**config.mk**
```make
export PLATFORM = sky130hd
export DESIGN_NAME = stopwatch_counter
export DESIGN_NICKNAME = d
export VERILOG_FILES = /design/src/rtl/stopwatch_pkg.sv /design/src/rtl/bcd_digit_counter.sv /design/src/rtl/stopwatch_counter.sv
export SDC_FILE = /design/constraint.sdc
export NUM_CORES = 1
export LEC_CHECK = 0
export ABC_CLOCK_PERIOD_IN_PS = 3100
export CAP_MARGIN = 20
export CORE_ASPECT_RATIO = 1.75
export CORE_MARGIN = 2
export CORE_UTILIZATION = 50
export DETAILED_ROUTE_END_ITERATION = 7
export PLACE_DENSITY = 0.75
export REMOVE_ABC_BUFFERS = 1
export SYNTH_ARGS = -nofsm -noshare
export SYNTH_HDL_FRONTEND = slang
export SYNTH_SLANG_ARGS = --single-unit
```
**constraint.sdc**
```tcl
create_clock -name sys_clk -period 3.1 [get_ports sys_clk]
set_input_delay 0.31 -clock sys_clk [delete_from_list [all_inputs] [get_ports sys_clk]]
set_output_delay 0.31 -clock sys_clk [all_outputs]
set_load 0.005 [all_outputs]
```
**src/rtl/stopwatch_pkg.sv**
```systemverilog
// rtl/stopwatch_pkg.sv - shared widths, digit limits and field positions for the stopwatch counter
//
// Purpose : constants shared by stopwatch_counter and bcd_digit_counter.
// Ports   : none (package).
package stopwatch_pkg;

    localparam int BCD_W   = 4;
    localparam int TIME_W  = 24;

    // Largest value a decimal digit or a base-six digit (tens of sec/min) reaches.
    localparam int DEC_MAX = 9;
    localparam int SEX_MAX = 5;

    // LSB position of each digit inside live_time / latched_time.
    localparam int CS_U_LSB  = 0;
    localparam int CS_T_LSB  = 4;
    localparam int SEC_U_LSB = 8;
    localparam int SEC_T_LSB = 12;
    localparam int MIN_U_LSB = 16;
    localparam int MIN_T_LSB = 20;

endpackage

```
**src/rtl/bcd_digit_counter.sv**
```systemverilog
// rtl/bcd_digit_counter.sv - one BCD digit of the stopwatch, wrapping at MAX
//
// Purpose : counts 0..MAX on inc, clears on clr (clr wins), flags carry out.
// Ports   : sys_clk, reset_n (async, active low)
//           clr   - synchronous clear to 0
//           inc   - advance one step this cycle
//           digit - current digit value
//           carry - combinational, inc while digit == MAX (next digit advances)
module bcd_digit_counter
    import stopwatch_pkg::*;
#(
    parameter int MAX = DEC_MAX
) (
    input  logic             sys_clk,
    input  logic             reset_n,
    input  logic             clr,
    input  logic             inc,
    output logic [BCD_W-1:0] digit,
    output logic             carry
);

    logic at_max;

    assign at_max = (digit == BCD_W'(MAX));
    assign carry  = inc & at_max;

    always_ff @(posedge sys_clk or negedge reset_n) begin
        if (!reset_n) begin
            digit <= '0;
        end else if (clr) begin
            digit <= '0;
        end else if (inc) begin
            digit <= at_max ? '0 : digit + BCD_W'(1);
        end
    end

endmodule

```
**src/rtl/stopwatch_counter.sv**
```systemverilog
// rtl/stopwatch_counter.sv - centisecond stopwatch with BCD MM:SS.cc output and stop-event latch
//
// Purpose : clears on count_init rising edge, counts centiseconds while
//           count_enb is high, captures the time on latch_count falling edge.
// Ports   : sys_clk, reset_n (async, active low)
//           count_init   - level, rising edge clears time and prescaler
//           count_enb    - level, high enables counting
//           latch_count  - level, falling edge captures live_time
//           live_time    - BCD {min_t,min_u,sec_t,sec_u,cs_t,cs_u}
//           latched_time - BCD time captured at the last stop event
//           running      - registered count_enb
//           tick         - pulse aligned with each live_time increment
//           overflow     - pulse aligned with the 59:59.99 -> 00:00.00 wrap
module stopwatch_counter
    import stopwatch_pkg::*;
#(
    parameter int TICK_DIV = 500000,
    parameter int PRESC_W  = 19
) (
    input  logic              sys_clk,
    input  logic              reset_n,
    input  logic              count_init,
    input  logic              count_enb,
    input  logic              latch_count,
    output logic [TIME_W-1:0] live_time,
    output logic [TIME_W-1:0] latched_time,
    output logic              running,
    output logic              tick,
    output logic              overflow
);

    logic               init_d;
    logic               latch_d;
    logic               init_rise;
    logic               latch_fall;
    logic [PRESC_W-1:0] presc;
    logic               presc_last;
    logic               tick_now;

    logic [BCD_W-1:0]   d_cs_u, d_cs_t, d_sec_u, d_sec_t, d_min_u, d_min_t;
    logic               c_cs_u, c_cs_t, c_sec_u, c_sec_t, c_min_u, c_min_t;

    assign init_rise  = count_init & ~init_d;
    assign latch_fall = ~latch_count & latch_d;
    assign presc_last = (presc == PRESC_W'(TICK_DIV - 1));

    // Clear suppresses the increment, so tick/overflow stay low in a clear cycle.
    assign tick_now   = count_enb & ~init_rise & presc_last;

    always_ff @(posedge sys_clk or negedge reset_n) begin
        if (!reset_n) begin
            init_d  <= 1'b0;
            latch_d <= 1'b0;
            running <= 1'b0;
        end else begin
            init_d  <= count_init;
            latch_d <= latch_count;
            running <= count_enb;
        end
    end

    // Prescaler holds while disabled so a pause keeps the sub-tick phase.
    always_ff @(posedge sys_clk or negedge reset_n) begin
        if (!reset_n) begin
            presc <= '0;
        end else if (init_rise) begin
            presc <= '0;
        end else if (count_enb) begin
            presc <= presc_last ? '0 : presc + PRESC_W'(1);
        end
    end

    bcd_digit_counter #(.MAX(DEC_MAX)) u_cs_u (
        .sys_clk(sys_clk), .reset_n(reset_n), .clr(init_rise),
        .inc(tick_now), .digit(d_cs_u), .carry(c_cs_u)
    );
    bcd_digit_counter #(.MAX(DEC_MAX)) u_cs_t (
        .sys_clk(sys_clk), .reset_n(reset_n), .clr(init_rise),
        .inc(c_cs_u), .digit(d_cs_t), .carry(c_cs_t)
    );
    bcd_digit_counter #(.MAX(DEC_MAX)) u_sec_u (
        .sys_clk(sys_clk), .reset_n(reset_n), .clr(init_rise),
        .inc(c_cs_t), .digit(d_sec_u), .carry(c_sec_u)
    );
    bcd_digit_counter #(.MAX(SEX_MAX)) u_sec_t (
        .sys_clk(sys_clk), .reset_n(reset_n), .clr(init_rise),
        .inc(c_sec_u), .digit(d_sec_t), .carry(c_sec_t)
    );
    bcd_digit_counter #(.MAX(DEC_MAX)) u_min_u (
        .sys_clk(sys_clk), .reset_n(reset_n), .clr(init_rise),
        .inc(c_sec_t), .digit(d_min_u), .carry(c_min_u)
    );
    bcd_digit_counter #(.MAX(SEX_MAX)) u_min_t (
        .sys_clk(sys_clk), .reset_n(reset_n), .clr(init_rise),
        .inc(c_min_u), .digit(d_min_t), .carry(c_min_t)
    );

    always_comb begin
        live_time = '0;
        live_time[CS_U_LSB  +: BCD_W] = d_cs_u;
        live_time[CS_T_LSB  +: BCD_W] = d_cs_t;
        live_time[SEC_U_LSB +: BCD_W] = d_sec_u;
        live_time[SEC_T_LSB +: BCD_W] = d_sec_t;
        live_time[MIN_U_LSB +: BCD_W] = d_min_u;
        live_time[MIN_T_LSB +: BCD_W] = d_min_t;
    end

    // Pulses register alongside the digits so they line up with the new value.
    // latched_time samples the pre-edge live_time, i.e. the pre-increment value.
    always_ff @(posedge sys_clk or negedge reset_n) begin
        if (!reset_n) begin
            tick         <= 1'b0;
            overflow     <= 1'b0;
            latched_time <= '0;
        end else begin
            tick     <= tick_now;
            overflow <= c_min_t;
            if (latch_fall) begin
                latched_time <= live_time;
            end
        end
    end

endmodule

```
# Yosys cells after proc, flatten, opt, wreduce, memory -nomap -nowiden
# Index checks and enable logic that the tools add are counted.
[word_totals] ff_bits=72 output_inout_bits=51 inputBits=5 elab_cells=68
[classes] reduce_logical=7 n_eq_ne=7 n_bitwise=13 n_addsub=7 muxes=21
[ops] op="$mux W4" n=18
[ops] op="$mux W19" n=3
[ops] op="$add A4 B1 Y4 const B" n=6
[ops] op="$add A19 B1 Y19 const B" n=1
[ops] op="$eq A19 B19 Y1 const B" n=1
[ops] op="$eq A4 B4 Y1 const B" n=4
[ops] op="$reduce_bool A2 Y1" n=7
[ops] op="$and A1 B1 Y1" n=10
[ops] op="$eq A4 B3 Y1 const B" n=2
[ops] op="$not A1 Y1" n=3

# Depth between registers and ports, before layout
# Gate-level depths: netlist of run 1.
[depth] ltp_word=12 mapped_depth=8 mapped_depth_nobuf=7

# Modules after synthesis
# A second synthesis of run 1 with hierarchy kept.
[hier_totals] hier_cells=336 area_unflattened_um2=3572.2
[modules_own_cells] module="stopwatch_counter" n_inst=1 area_per_inst_um2=2138.3 seq_area_each_um2=1201.2 cells_per_inst=186
[modules_own_cells] module="bcd_digit_counter at u_cs_t ..." n_inst=4 area_per_inst_um2=241.5 seq_area_each_um2=100.1 cells_per_inst=26
[modules_own_cells] module="bcd_digit_counter at u_min_t ..." n_inst=2 area_per_inst_um2=234.0 seq_area_each_um2=100.1 cells_per_inst=23

# Worst setup path after synthesis of run 1
# Ideal clock, no wire load.
[synth_path] path_type="register -> register" start="reg presc[9]" end="reg u_sec_t.digit[1]" stages_incl_launch_ff=7 arrival_time_ns=2.171 setup_time_ns=0.078 n_path_buf=1 required_ns=3.022 synth_period_minus_slack_ns=2.249 path_slack_ns=0.851 cell_sequence="dfrtp_1 -> or4b_4 -> nor4_4 -> nand3_2 -> buf_6 -> or4_1 -> a21oi_1"
[synth_via] elab_chain_cells=6
[synth_lines] item="start: declaration" line="stopwatch_counter.sv:36" source="logic [PRESC_W-1:0] presc;"
[synth_lines] item="start signal: assignment" line="stopwatch_counter.sv:69" source="presc <= presc_last ? '0 : presc + PRESC_W'(1);"
[synth_lines] item="$eq A19 B19 Y1" line="stopwatch_counter.sv:45" source="assign presc_last = (presc == PRESC_W'(TICK_DIV - 1));"
[synth_lines] item="$and A1 B1 Y1" line="stopwatch_counter.sv:48" source="assign tick_now = count_enb & ~init_rise & presc_last;"
[synth_lines] item="$and A1 B1 Y1 (3 in series)" line="bcd_digit_counter.sv:25" source="assign carry = inc & at_max;"
[synth_lines] item="$reduce_bool A2 Y1 (no line)"
[synth_lines] item="end signal: assignment" line="bcd_digit_counter.sv:33" source="digit <= at_max ? '0 : digit + BCD_W'(1);"
[synth_lines] item="end: declaration" line="bcd_digit_counter.sv:18" source="output logic [BCD_W-1:0] digit,"
# Every way passes these cells.
# A chain may end at the register's enable or synchronous reset.

# Final worst setup path of run 1
[layout_path] start="reg presc[9]" end="reg u_min_t.digit[1]"
[layout_via] elab_chain_cells=8
[layout_lines] item="$eq A19 B19 Y1" line="stopwatch_counter.sv:45"
[layout_lines] item="$and A1 B1 Y1" line="stopwatch_counter.sv:48"
[layout_lines] item="$and A1 B1 Y1 (5 in series)" line="bcd_digit_counter.sv:25"
[layout_lines] item="$reduce_bool A2 Y1 (no line)"
[layout_lines] item="end signal: assignment" line="bcd_digit_counter.sv:33"
[layout_lines] item="end: declaration" line="bcd_digit_counter.sv:18"
# Every way passes these cells.

==> results.txt, run 1 <==
The flow ran to the end, and the final reports show no timing, DRC or antenna violations. The CTS tree is done. For the pin with the worst max-slew slack, the measured transition is 0.9117 ns.

The synthesized design spends more area on one cell type than any other, namely dfrtp_1. After detailed routing, the average wire length per cell comes to about 16 um. The clock net sink count is 72. The count of hold-fix buffers inserted at cts came out at 0. The share of the clock period used by the worst path after layout is 0.7923. The sum of met3 wire segment lengths after detailed routing is about 290 um. The critical-path maximum fanout came out at 8.

The final non-filler cell total is 500. The category of the worst setup path launch point is a flop. The static leakage came out at between 2 and 2.5 nW. Post-CTS timing repair inserted 0 buffers for setup. Averaged over all synthesized cells, the footprint is 10.29 sq um. The final-layout worst hold slack came out at 0.09366 ns. The highest layer touched by signal routing is met4. The layout has 608 filler cells. Setup violations remaining at the end of the flow were counted as 0. The number of buffer cells added on primary ports came out at 55. The wire length of the first global-routing pass is around 13000 um.

The number of global-route vias before repair came out at 2763. By count the netlist is led by 72 x dfrtp_1, 38 x nand2_1, 23 x nand3_1. The share of final-layout standard cells stronger than drive strength 1 is 0.1280. The arrival time of data at the critical path endpoint is around 2.7 ns.

The detailed-route wire length on metal 1 came out at slightly above 3000 um. The initial antenna violation count is 0. The post-synthesis instance total came out at roughly 350. The number of detailed-routing iterations run before antenna repair is 4. The worst setup path is of the flop to flop kind. The die covers roughly 0.0079 sq mm. The I/O pin count is 56.

The largest vdd supply drop came out at roughly 0.40 mV. The number of storage elements in the synthesis netlist came out at 72. The number of levels in the clock H-tree is 3.

The detailed-placement wirelength estimate came out at 5433 um. The final layout net count is between 400 and 500. Data on the critical path is required at its endpoint by about 3.3 ns. The die width came out at 68.24 um. STA classifies the critical path endpoint as a flop. The number of inserted diodes is 0.

The routed wire length on met2 came out at around 4400 um. Compared with the post-synthesis result, the final layout area differs by 26.20%. The share of async-settable or async-resettable flops after synthesis is 1.000. In the synthesized netlist the dominant register cell turns out to be dfrtp_1. The clock arrives with 0.005706 ns of skew. The reg-to-reg setup timing slack came out at approximately 0.64 ns. The number of maximum-capacitance violations is 0.

The global-route congestion overflow total came out at 0. The initial detailed-routing violation count is 146. The final wirelength is 7873 um. Derived from the worst setup path, the maximum achievable clock frequency is between 400 and 500 MHz. The cell sitting at the root of the clock tree is a clkbuf_16. The number of gates resized after CTS was 0. After detailed routing, the number of vias per cell comes to between 5 and 6. Counting flops with a built-in enable in the synthesized netlist gives 0.

Setup repair after global routing left no endpoint under its margin. The share of synthesized area in the top cell type comes to 0.4990. The number of slew-limit violations in the final report came out at 0. The Yosys step of the flow raised 0 warnings.

The number of hold violations in the final report is 0. The clock slew seen by the registers of the worst setup and hold paths is ~0.06 ns. The number of clock buffers inserted by TritonCTS came out at 9. The worst path in the final design needs a cycle of between 2 and 2.5 ns, including I/O delays and setup.

The source-to-sink clock delay at the later pin of the worst-skew pair is approximately 0.34 ns. The maximum number of pins on one net before global-route repair came out at 73. In the global route stage, overall resource usage came out at 0.2199. The sequential-to-total area share from yosys stat came out at 0.4990. By area the synthesized netlist is led by dfrtp_1 50%, mux2_2 5.9%, ha_1 4.5%, nand2_1 4.0%, nand3_1 3.2%. The final weighted congestion in routability-driven placement is approximately 0.88. The count of unresolved DRC violations after routing is 0. The starting density of the core is 0.5064. The total negative setup slack is 0 ns. The row count came out at 41. The area of the core came out at between 0.007 and 0.008 sq mm.

The number of library cell types mapped by synthesis came out at 50. The total number of vias is a little under 3000. The antenna violation net count after detailed routing came out at 0. The class of the worst hold path is input pin to asynchronous set/reset pin. The most frequently used cell type in the post-synthesis netlist is dfrtp_1. In this run the tightest slew margin relative to its limit is 0.3922. The power density relative to cell area came out at approximately 480 mW/mm^2. The post-synthesis cell area is approximately 0.0036 sq mm.

The vertical die dimension came out at around 120 um. Counting along the longest clock path gives a buffer depth of 2. After detailed placement, the design holds a cell count of roughly 480.
[per-stage QoR]
step / total power [mW] / util / setup slack, ns / cell area [sq um]
floorplan: 1.013 / - / 0.8609 / 3530
global placement: 1.061 / 0.5912 / 0.7412 / 4215
detailed placement: 1.063 / 0.5912 / 0.6542 / 4215
CTS: 2.213 / 0.6380 / 0.6524 / 4549
global route: 2.252 / 0.6391 / 0.3791 / 4557
finish: 2.189 / 0.6391 / 0.6440 / 4557
[sequential cells by signal, summed over array words and instances, names as in the netlist, 4 cells and up]
signal         count
u_sec_u.digit      4
u_min_u.digit      4
presc             19
latched_time      24
u_cs_t.digit       4
u_sec_t.digit      4
u_cs_u.digit       4
u_min_t.digit      4
[critical path, cell delays in order (launching register included)]
cell and delay [ns]:
dfrtp_1 0.44, or4b_4 0.60, nor4_1 0.29, nand3_1 0.26, nor3_1 0.37, mux2_2 0.39
[layout make-up]
class | instances | area [sq um] | area share
multi-input cells | 253 | 1679 | 0.3685
flip-flops and latches | 72 | 1802 | 0.3954
clock inverters | 2 | 60.06 | 0.01318
well taps | 86 | 107.6 | 0.02361
inverters | 13 | 48.80 | 0.01071
repair buffers | 60 | 585.6 | 0.1285
clock buffers | 14 | 274.0 | 0.06013
[power by group]
group / switching (mW) / internal, mW
logic: 0.0575 / 0.0251
clock network: 0.373 / 0.771
registers: 0.0132 / 0.951
total: 0.443 / 1.75
[cell families after synthesis]
family | share of synthesized area
muxes | 0.06480
xor gates and xnor gates | 0.007278
DFF | 0.4990
adders and majority gates | 0.04505
AOI/OAI and AO/OA | 0.1071
and+or+nand+nor | 0.2408
buffers and inverters | 0.03603
[final timing paths]
check,startpoint,end,depth (start not counted)
min in group sys_clk,latch_count,latch_d,1
worst max register to register,presc[9],u_min_t.digit[1],5
worst max-delay path,presc[9],u_min_t.digit[1],5
max in group asynchronous,reset_n,presc[5],1
worst min-delay path,reset_n,latch_d,1
worst min register to register,latched_time[21],latched_time[21],2
[metal layers]
metal | up-vias | global-route usage
met5 | - | 0
met4 | 0 | 0.09600
met3 | 11 | 0.06647
met2 | 55 | 0.3838
met1 | 1427 | 0.2394
li1 | 1400 | -
[layout by cell type (no fill, tap or decap), types with 3 or more instances in the layout]
cell type,Yosys,routed
or4_1,7,7
nand3_1,23,23
clkdlybuf4s50_1,0,54
o31ai_1,7,7
buf_4,0,6
and2_1,5,5
o21ai_0,21,21
mux2_2,19,19
and3_1,10,10
nor3_1,13,13
a21oi_1,20,20
nand2_1,38,38
clkbuf_16,0,9
ha_1,13,13
o211ai_1,5,5
and3b_1,3,3
nand4_1,8,8
dfrtp_1,72,72
clkbuf_8,0,3
nor2_1,10,10
a211o_1,4,4
or3_1,14,14
inv_1,13,13
Power figures use the tool's default switching activity.
==> run 2: changes to the inputs <==
ABC_CLOCK_PERIOD_IN_PS = 2300   (was 3100)
clock period = 2.3 ns   (was 3.1 ns; I/O delays follow)
==> run 2 against run 1 <==
Cell count increased by 5.4%. Sequential share of layout area decreased by 2.0 points. Design area increased by 5.4%. Die area unchanged. Fmax increased by 9.2%. Via count increased by 5.0%. Critical path depth increased by 1. Wire length increased by 6.7%.
==> results.txt, run 2 (synthesis results as in run 1) <==
The length in cells of the worst reg-to-reg path is 6 (+1). Leaving out fill and tap cells, the most frequent cell in the layout is dfrtp_1. The area of all placed cells without fillers came out at 0.004805 sq mm (+5.4%). Walking the worst path, the cells encountered are or4b_4 -> nor4_4 -> buf_4 -> nand3_4 -> or4_4 -> a21oi_2. The setup path with the least slack is of type flop to flop. Leaving out fill and tap cells, the most frequent cells in the layout are 72 x dfrtp_1, 54 x clkdlybuf4s50_1, 38 x nand2_1, 31 x buf_4, 23 x nand3_1. The area added between synthesis and finish is 33.06%. The timing-limited maximum frequency is 444.7 MHz (+9.2%).

The proportion of power drawn by the clock network came out at 0.505 (-0.017). The starting density of the core was 0.5064 (unchanged). The source-to-sink clock delay at the later pin of the worst-skew pair is 0.33 ns (about the same). The number of instances in the placed design came out at 506 (+4.8%). The reg-to-reg setup timing slack came out at 0.05 ns (-0.59 ns). The largest individual stage delay along the critical path comes from the cell or4b_4. The clock slew seen by the registers of the worst setup and hold paths is 0.05 ns (about the same).

The count of hold-fix buffers inserted at cts came to 0 (unchanged). TritonCTS built the clock tree. The number of detailed-routing iterations run before antenna repair is 5 (+1). The vertical die dimension came out at 116.4 um (unchanged). The most critical setup path has its startpoint at presc[14]. The gate family responsible for the most delay along the worst path is simple AND/OR/NAND/NOR gates.

The row count came out at 41 (unchanged). The power density relative to cell area came to 599.0 mW/mm^2 (+25%). The endpoint class of the critical path is a flop. The number of flip-flops in the largest register was 24 (unchanged). The detailed-placement wirelength estimate came out at 5888 um (+8.4%). The worst register-to-register path ends at u_sec_t.digit[1].

The clock net sink count came to 72 (unchanged). The initial antenna violation count came out at 0 (unchanged). The final weighted congestion in routability-driven placement is 0.8379 (-4.3%). The static leakage came to 2.169 nW (+6.7%). The global-route congestion overflow total is 0 (unchanged). The die width came out at 68.24 um (unchanged). The total cell area at the placement stage came to 0.004400 sq mm (+4.4%). The number of clock buffers inserted by TritonCTS is 9 (unchanged). The total global routing track utilization came to 0.2378 (+0.01791).

The final critical-path setup slack came to 0.05111 ns (-0.5929 ns). The relative contribution of combinational cells to total power is 0.046 (+0.008). The number of maximum-capacitance violations came out at 0 (unchanged).

The data required time of the worst path was 2.56 ns (-0.76 ns). The setup clock skew after layout came to 0.006204 ns (+0.0004983 ns). The number of levels in the clock H-tree came to 3 (unchanged). The end point of the critical path is u_sec_t.digit[1]. The slew of the pin with the lowest slew margin is 0.8966 ns (-0.01511 ns). The root buffer cell is clkbuf_16. The worst setup slack before clock tree synthesis came to 0.03301 ns (-0.6212 ns). The mean number of vias per cell was 5.763 (-0.40%). The share of final-layout standard cells stronger than drive strength 1 came out at 0.2041 (+0.07606).

The initial detailed-routing violation count is 170 (+16%). The final-layout worst hold slack is 0.01705 ns (-0.07661 ns). The delay of the slowest cell on the worst path came out at 0.59 ns (about the same).

The I/O pin count is 56 (unchanged). The total power after layout was 2.878 mW (+31%). The largest registers in the layout are latched_time x24, presc x19.

The total number of cells along the worst setup path came out at 6 (+1). The worst-case headroom to the max-slew limit is 0.4023 (+0.01007). The area of the core came out at 0.007131 sq mm (unchanged). The number of slew-limit violations in the final report is 0 (unchanged).

The share of the clock period used by the worst path after layout is 0.9778 (+0.1855). The number of filler instances in the final layout came to 556 (-8.6%). The switching power came out at 591.9 uW (+34%). The arrival time of data at the critical path endpoint came out at 2.51 ns (-0.16 ns). The final layout net count is 454 (+6.3%). Setup repair after global routing could not meet its margin everywhere. The number of hold violations in the final report was 0 (unchanged).

The internal power is 2.286 mW (+31%). In this run the critical register-to-register path is launched from presc[14]. The setup violation total in the final timing report came to 0 (unchanged). The switching part of the total came out at 0.2057 (+0.003248). The die area came to 0.007945 sq mm (unchanged). The number of global-route vias before repair is 3024 (+9.4%). The total number of vias is 3037 (+5.0%). The count of unresolved DRC violations after routing came out at 0 (unchanged). The class of the worst hold path is input pin to asynchronous set/reset pin. The final wirelength came out at 8401 um (+6.7%).

The number of buffer cells added on primary ports is 55 (unchanged). The wire length of the first global-routing pass came out at 14180 um (+9.8%). The maximum buffer depth of the clock tree was 2 (unchanged). The flow ran to the end, and the final reports show no timing, DRC or antenna violations. The final non-filler cell total is 527 (+5.4%). STA classifies the critical path startpoint as a flop. The proportion of power drawn by flip-flops and latches came out at 0.449 (+0.009). The largest vdd supply drop is 0.5812 mV (+45%). The critical-path maximum fanout is 5 (-3). The final routed wire length divided by cell count came to 15.94 um (+1.2%).

The maximum number of pins on one net before global-route repair came out at 73 (unchanged). The minimum clock period came out at 2.249 ns (-0.2071 ns). The antenna violation net count after detailed routing is 0 (unchanged). The number of inserted diodes is 0 (unchanged). The sum of buffers and inverters on the critical path came out at 1 (+1). The register with the most flip-flops is latched_time.
run 2: cell types whose count changed in the layout (fill, tap and decap cells not counted), sizes merged:
cell | before | now
bufinv | 2 | 1
clkinv | 0 | 1
buf | 6 | 32
nand3 | 24 | 25
run 2: power by group through the flow:
stage / combinational [mW] / clock (mW) / sequential, mW
2_1_floorplan: 0.0503 / 0 / 1.32
3_3_place_gp: 0.133 / 0 / 1.31
3_5_place_dp: 0.136 / 0 / 1.31
4_1_cts: 0.136 / 1.47 / 1.29
5_1_grt: 0.150 / 1.54 / 1.29
6_report: 0.134 / 1.45 / 1.29
run 2: layout make-up:
class | count | area, sq um | share of cell area
flip-flops and latches | 72 | 1802 | 0.3750
multi-input cells | 254 | 1734 | 0.3609
repair buffers | 86 | 793.3 | 0.1651
clock buffers | 14 | 284.0 | 0.05911
well taps | 86 | 107.6 | 0.02240
inverters | 13 | 48.80 | 0.01016
clock inverters | 2 | 35.03 | 0.007292
run 2: what timing repair did:
| action | in CTS | in global routing |
|---|---|---|
| setup buffers | 0 | 4 |
| resized for setup | 0 | 10 |
| endpoints found under the setup margin | 0 | 19 |
run 2: how the worst min path moves through the flow:
stage | from | end | slack [ns] | depth (start not counted)
detailed placement | reset_n | latched_time[8] | 0.42 | 1
CTS | reset_n | presc[12] | 0.06 | 1
floorplan | reset_n | init_d | -0.07 | 0
global placement | reset_n | presc[13] | 0.42 | 1
global route | reset_n | latched_time[8] | 0.10 | 1
finish | reset_n | latched_time[8] | 0.02 | 1
run 2: metrics by stage:
stage,utilization,TNS [ns]
2_1_floorplan,-,0
3_3_place_gp,0.6171,0
3_5_place_dp,0.6171,0
4_1_cts,0.6619,0
5_1_grt,0.6738,-0.01862
6_report,0.6738,0
run 2: layer usage:
| metal | GRT usage | routed length (um) | up-vias |
|---|---|---|---|
| li1 | - | - | 1448 |
| met1 | 0.2613 | 3187 | 1517 |
| met2 | 0.4330 | 4833 | 54 |
| met3 | 0.06166 | 231 | 18 |
| met4 | 0.07600 | 148 | 0 |
| met5 | 0 | 0 | - |
==> run 3: changes to the inputs <==
CTS_BUF_LIST = sky130_fd_sc_hd__clkbuf_16   (was not set)
==> run 3 against run 2 <==
Total power fell by 5.1%. Register-to-register slack barely moved. Clock skew barely moved. Critical endpoint unchanged. Cell count did not move. Fmax barely moved. Sequential share of layout area rose by 0.37 points. First-iteration DRC count rose by 29%.
==> results.txt, run 3 (synthesis results as in run 1) <==
The I/O pin count came out at 56 (unchanged). The flow ran to the end, and the final reports show no timing, DRC or antenna violations. The number of levels in the clock H-tree came out at 3 (unchanged). The relative contribution of combinational cells to total power is 0.049 (+0.003). The area of the core came to 0.007131 sq mm (unchanged).

The number of buffer cells added on primary ports was 55 (unchanged). The die width is 68.24 um (unchanged). The count of unresolved DRC violations after routing is 0 (unchanged). The path class of the tightest hold or removal check is input pin to asynchronous set/reset pin. The final routed wire length divided by cell count is 15.92 um (-0.14%).

The antenna violation net count after detailed routing is 0 (unchanged). The maximum buffer depth of the clock tree is 2 (unchanged). The area added between synthesis and finish is 31.74%. The proportion of power drawn by flip-flops and latches came out at 0.473 (+0.024).

The endpoint class of the critical path is a flop. The share of the clock period used by the worst path after layout came out at 0.9771 (about the same). The share of final-layout standard cells stronger than drive strength 1 is 0.1905 (-0.01361). The maximum number of pins on one net before global-route repair came out at 73 (unchanged). The switching part of the total is 0.2138 (+0.008104). The final wirelength came to 8389 um (-0.14%). The global-route congestion overflow total is 0 (unchanged). The die area came out at 0.007945 sq mm (unchanged). The clock net sink count is 72 (unchanged). The number of instances in the placed design is 506 (unchanged). The highest-delay cell along the critical path is or4b_4. The static leakage came out at 2.149 nW (-0.92%). The final non-filler cell total came out at 527 (unchanged).

The final layout net count is 454 (unchanged). The minimum clock period is 2.247 ns (-0.001627 ns). The total global routing track utilization is 0.2366 (-0.001188). The critical path goes through or4b_4 -> nor4_4 -> buf_4 -> nand3_4 -> or4_4 -> a21oi_2. The number of global-route vias before repair is 3018 (-0.20%). The commonest non-fill, non-tap cell in the layout is dfrtp_1. The source-to-sink clock delay at the later pin of the worst-skew pair is 0.33 ns (about the same). The category of the worst setup path launch point is a flop. The arrival time of data at the critical path endpoint is 2.51 ns (about the same).

The worst-case headroom to the max-slew limit came out at 0.3986 (-0.003680). The number of hold violations in the final report is 0 (unchanged). The total number of vias is 3054 (+0.56%). The internal power came out at 2.147 mW (-6.1%). The vertical die dimension was 116.4 um (unchanged). The register with the most flip-flops in the final layout is latched_time.

The setup clock skew after layout came out at 0.005725 ns (-0.0004787 ns). The CTS tree is done. The number of detailed-routing iterations run before antenna repair is 4 (-1).

The total power after layout came out at 2.731 mW (-5.1%). The number of slew-limit violations in the final report was 0 (unchanged). The number of inserted diodes is 0 (unchanged). The initial detailed-routing violation count is 219 (+29%). The detailed-placement wirelength estimate is 5888 um (unchanged).

The clock slew seen by the registers of the worst setup and hold paths came out at 0.05 ns (about the same). The row count is 41 (unchanged). The slew of the pin with the lowest slew margin came to 0.9021 ns (+0.005520 ns).

The setup violation total in the final timing report is 0 (unchanged). The timing-limited maximum frequency came out at 445.0 MHz (about the same). The critical-path maximum fanout came out at 5 (unchanged). The proportion of power drawn by the clock network is 0.478 (-0.027).

The kind of critical path is flop to flop. The final weighted congestion in routability-driven placement came out at 0.8379 (unchanged). The number of maximum-capacitance violations is 0 (unchanged). The number of flip-flops in the largest register came out at 24 (unchanged). The initial antenna violation count is 0 (unchanged). The power density relative to cell area came out at 574.2 mW/mm^2 (-4.1%).

The root buffer cell chosen for the clock tree is clkbuf_16. The switching power is 583.9 uW (-1.4%). The data required time of the worst path is 2.56 ns (about the same). The starting density of the core is 0.5064 (unchanged). The largest registers in the layout are latched_time x24, presc x19.

The final-layout worst hold slack came out at 0.002380 ns (-0.01467 ns). The mean number of vias per cell came out at 5.795 (+0.56%). In the layout the commonest cells are 72 x dfrtp_1, 54 x clkdlybuf4s50_1, 38 x nand2_1, 31 x buf_4, 23 x nand3_1. The wire length of the first global-routing pass came to 14100 um (-0.54%). The final standard cell utilization of the core was 0.6671 (-0.006667). The number of clock buffers inserted by TritonCTS came to 9 (unchanged). Setup repair after global routing could not meet its margin everywhere. The delay of the slowest cell on the worst path came out at 0.60 ns (about the same). The largest vdd supply drop is 0.5799 mV (-0.24%).
-- run 3: layer usage --
| layer | GRT usage | vias up | wire length, um |
|---|---|---|---|
| met5 | 0 | - | 0 |
| met4 | 0.08133 | 0 | 122 |
| met3 | 0.06166 | 14 | 297 |
| met2 | 0.4317 | 63 | 4870 |
| met1 | 0.2562 | 1527 | 3099 |
| li1 | - | 1450 | - |
-- run 3: area by class of cell --
cell class | instances | area [sq um]
clock buffer | 9 | 225.2
clock inverter | 7 | 53.80
fill | 572 | 2374
inverter | 13 | 48.80
multi-input combinational | 254 | 1727
sequential | 72 | 1802
tap | 86 | 107.6
timing repair buffer | 86 | 793.3
-- run 3: worst max-delay path: cells and delay by family, from the launching register on --
family / cells / cell delay (ns)
AOI/OAI and AO/OA: 1 / 0.14
buffers and inverters: 1 / 0.18
DFF: 1 / 0.38
and+or+nand+nor: 4 / 1.49
-- run 3: repair_timing --
item                                    in CTS  in global routing
buffers inserted                             0                  4
gates resized for setup                      0                  8
endpoints found under the setup margin       0                 19
hold buffers                                 0                  0
-- run 3: metrics by stage --
| step | TNS, ns | setup slack, ns | area, sq um |
|---|---|---|---|
| CTS | 0 | 0.009979 | 4679 |
| global placement | 0 | 0.07728 | 4400 |
| finish | 0 | 0.05274 | 4757 |
| global route | -0.02652 | -0.01492 | 4757 |
| floorplan | 0 | 0.06085 | 3530 |
| detailed placement | 0 | 0.03301 | 4400 |
-- run 3: final timing paths --
path	start	end	slack (ns)	depth (start not counted)
max in group asynchronous	reset_n	presc[8]	1.68	1
hold / removal	reset_n	latched_time[4]	0.002	1
min in group sys_clk	latch_count	latch_d	0.37	1
setup / recovery	presc[14]	u_sec_t.digit[1]	0.05	6
setup reg to reg	presc[14]	u_sec_t.digit[1]	0.05	6
hold reg to reg	latched_time[13]	latched_time[13]	0.48	2
-- run 3: power groups by stage --
stage          combinational [mW]  sequential, mW  clock (mW)
5_1_grt                     0.150            1.29        1.40
3_3_place_gp                0.133            1.31           0
3_5_place_dp                0.136            1.31           0
4_1_cts                     0.136            1.29        1.33
2_1_floorplan              0.0503            1.32           0
6_report                    0.134            1.29        1.31
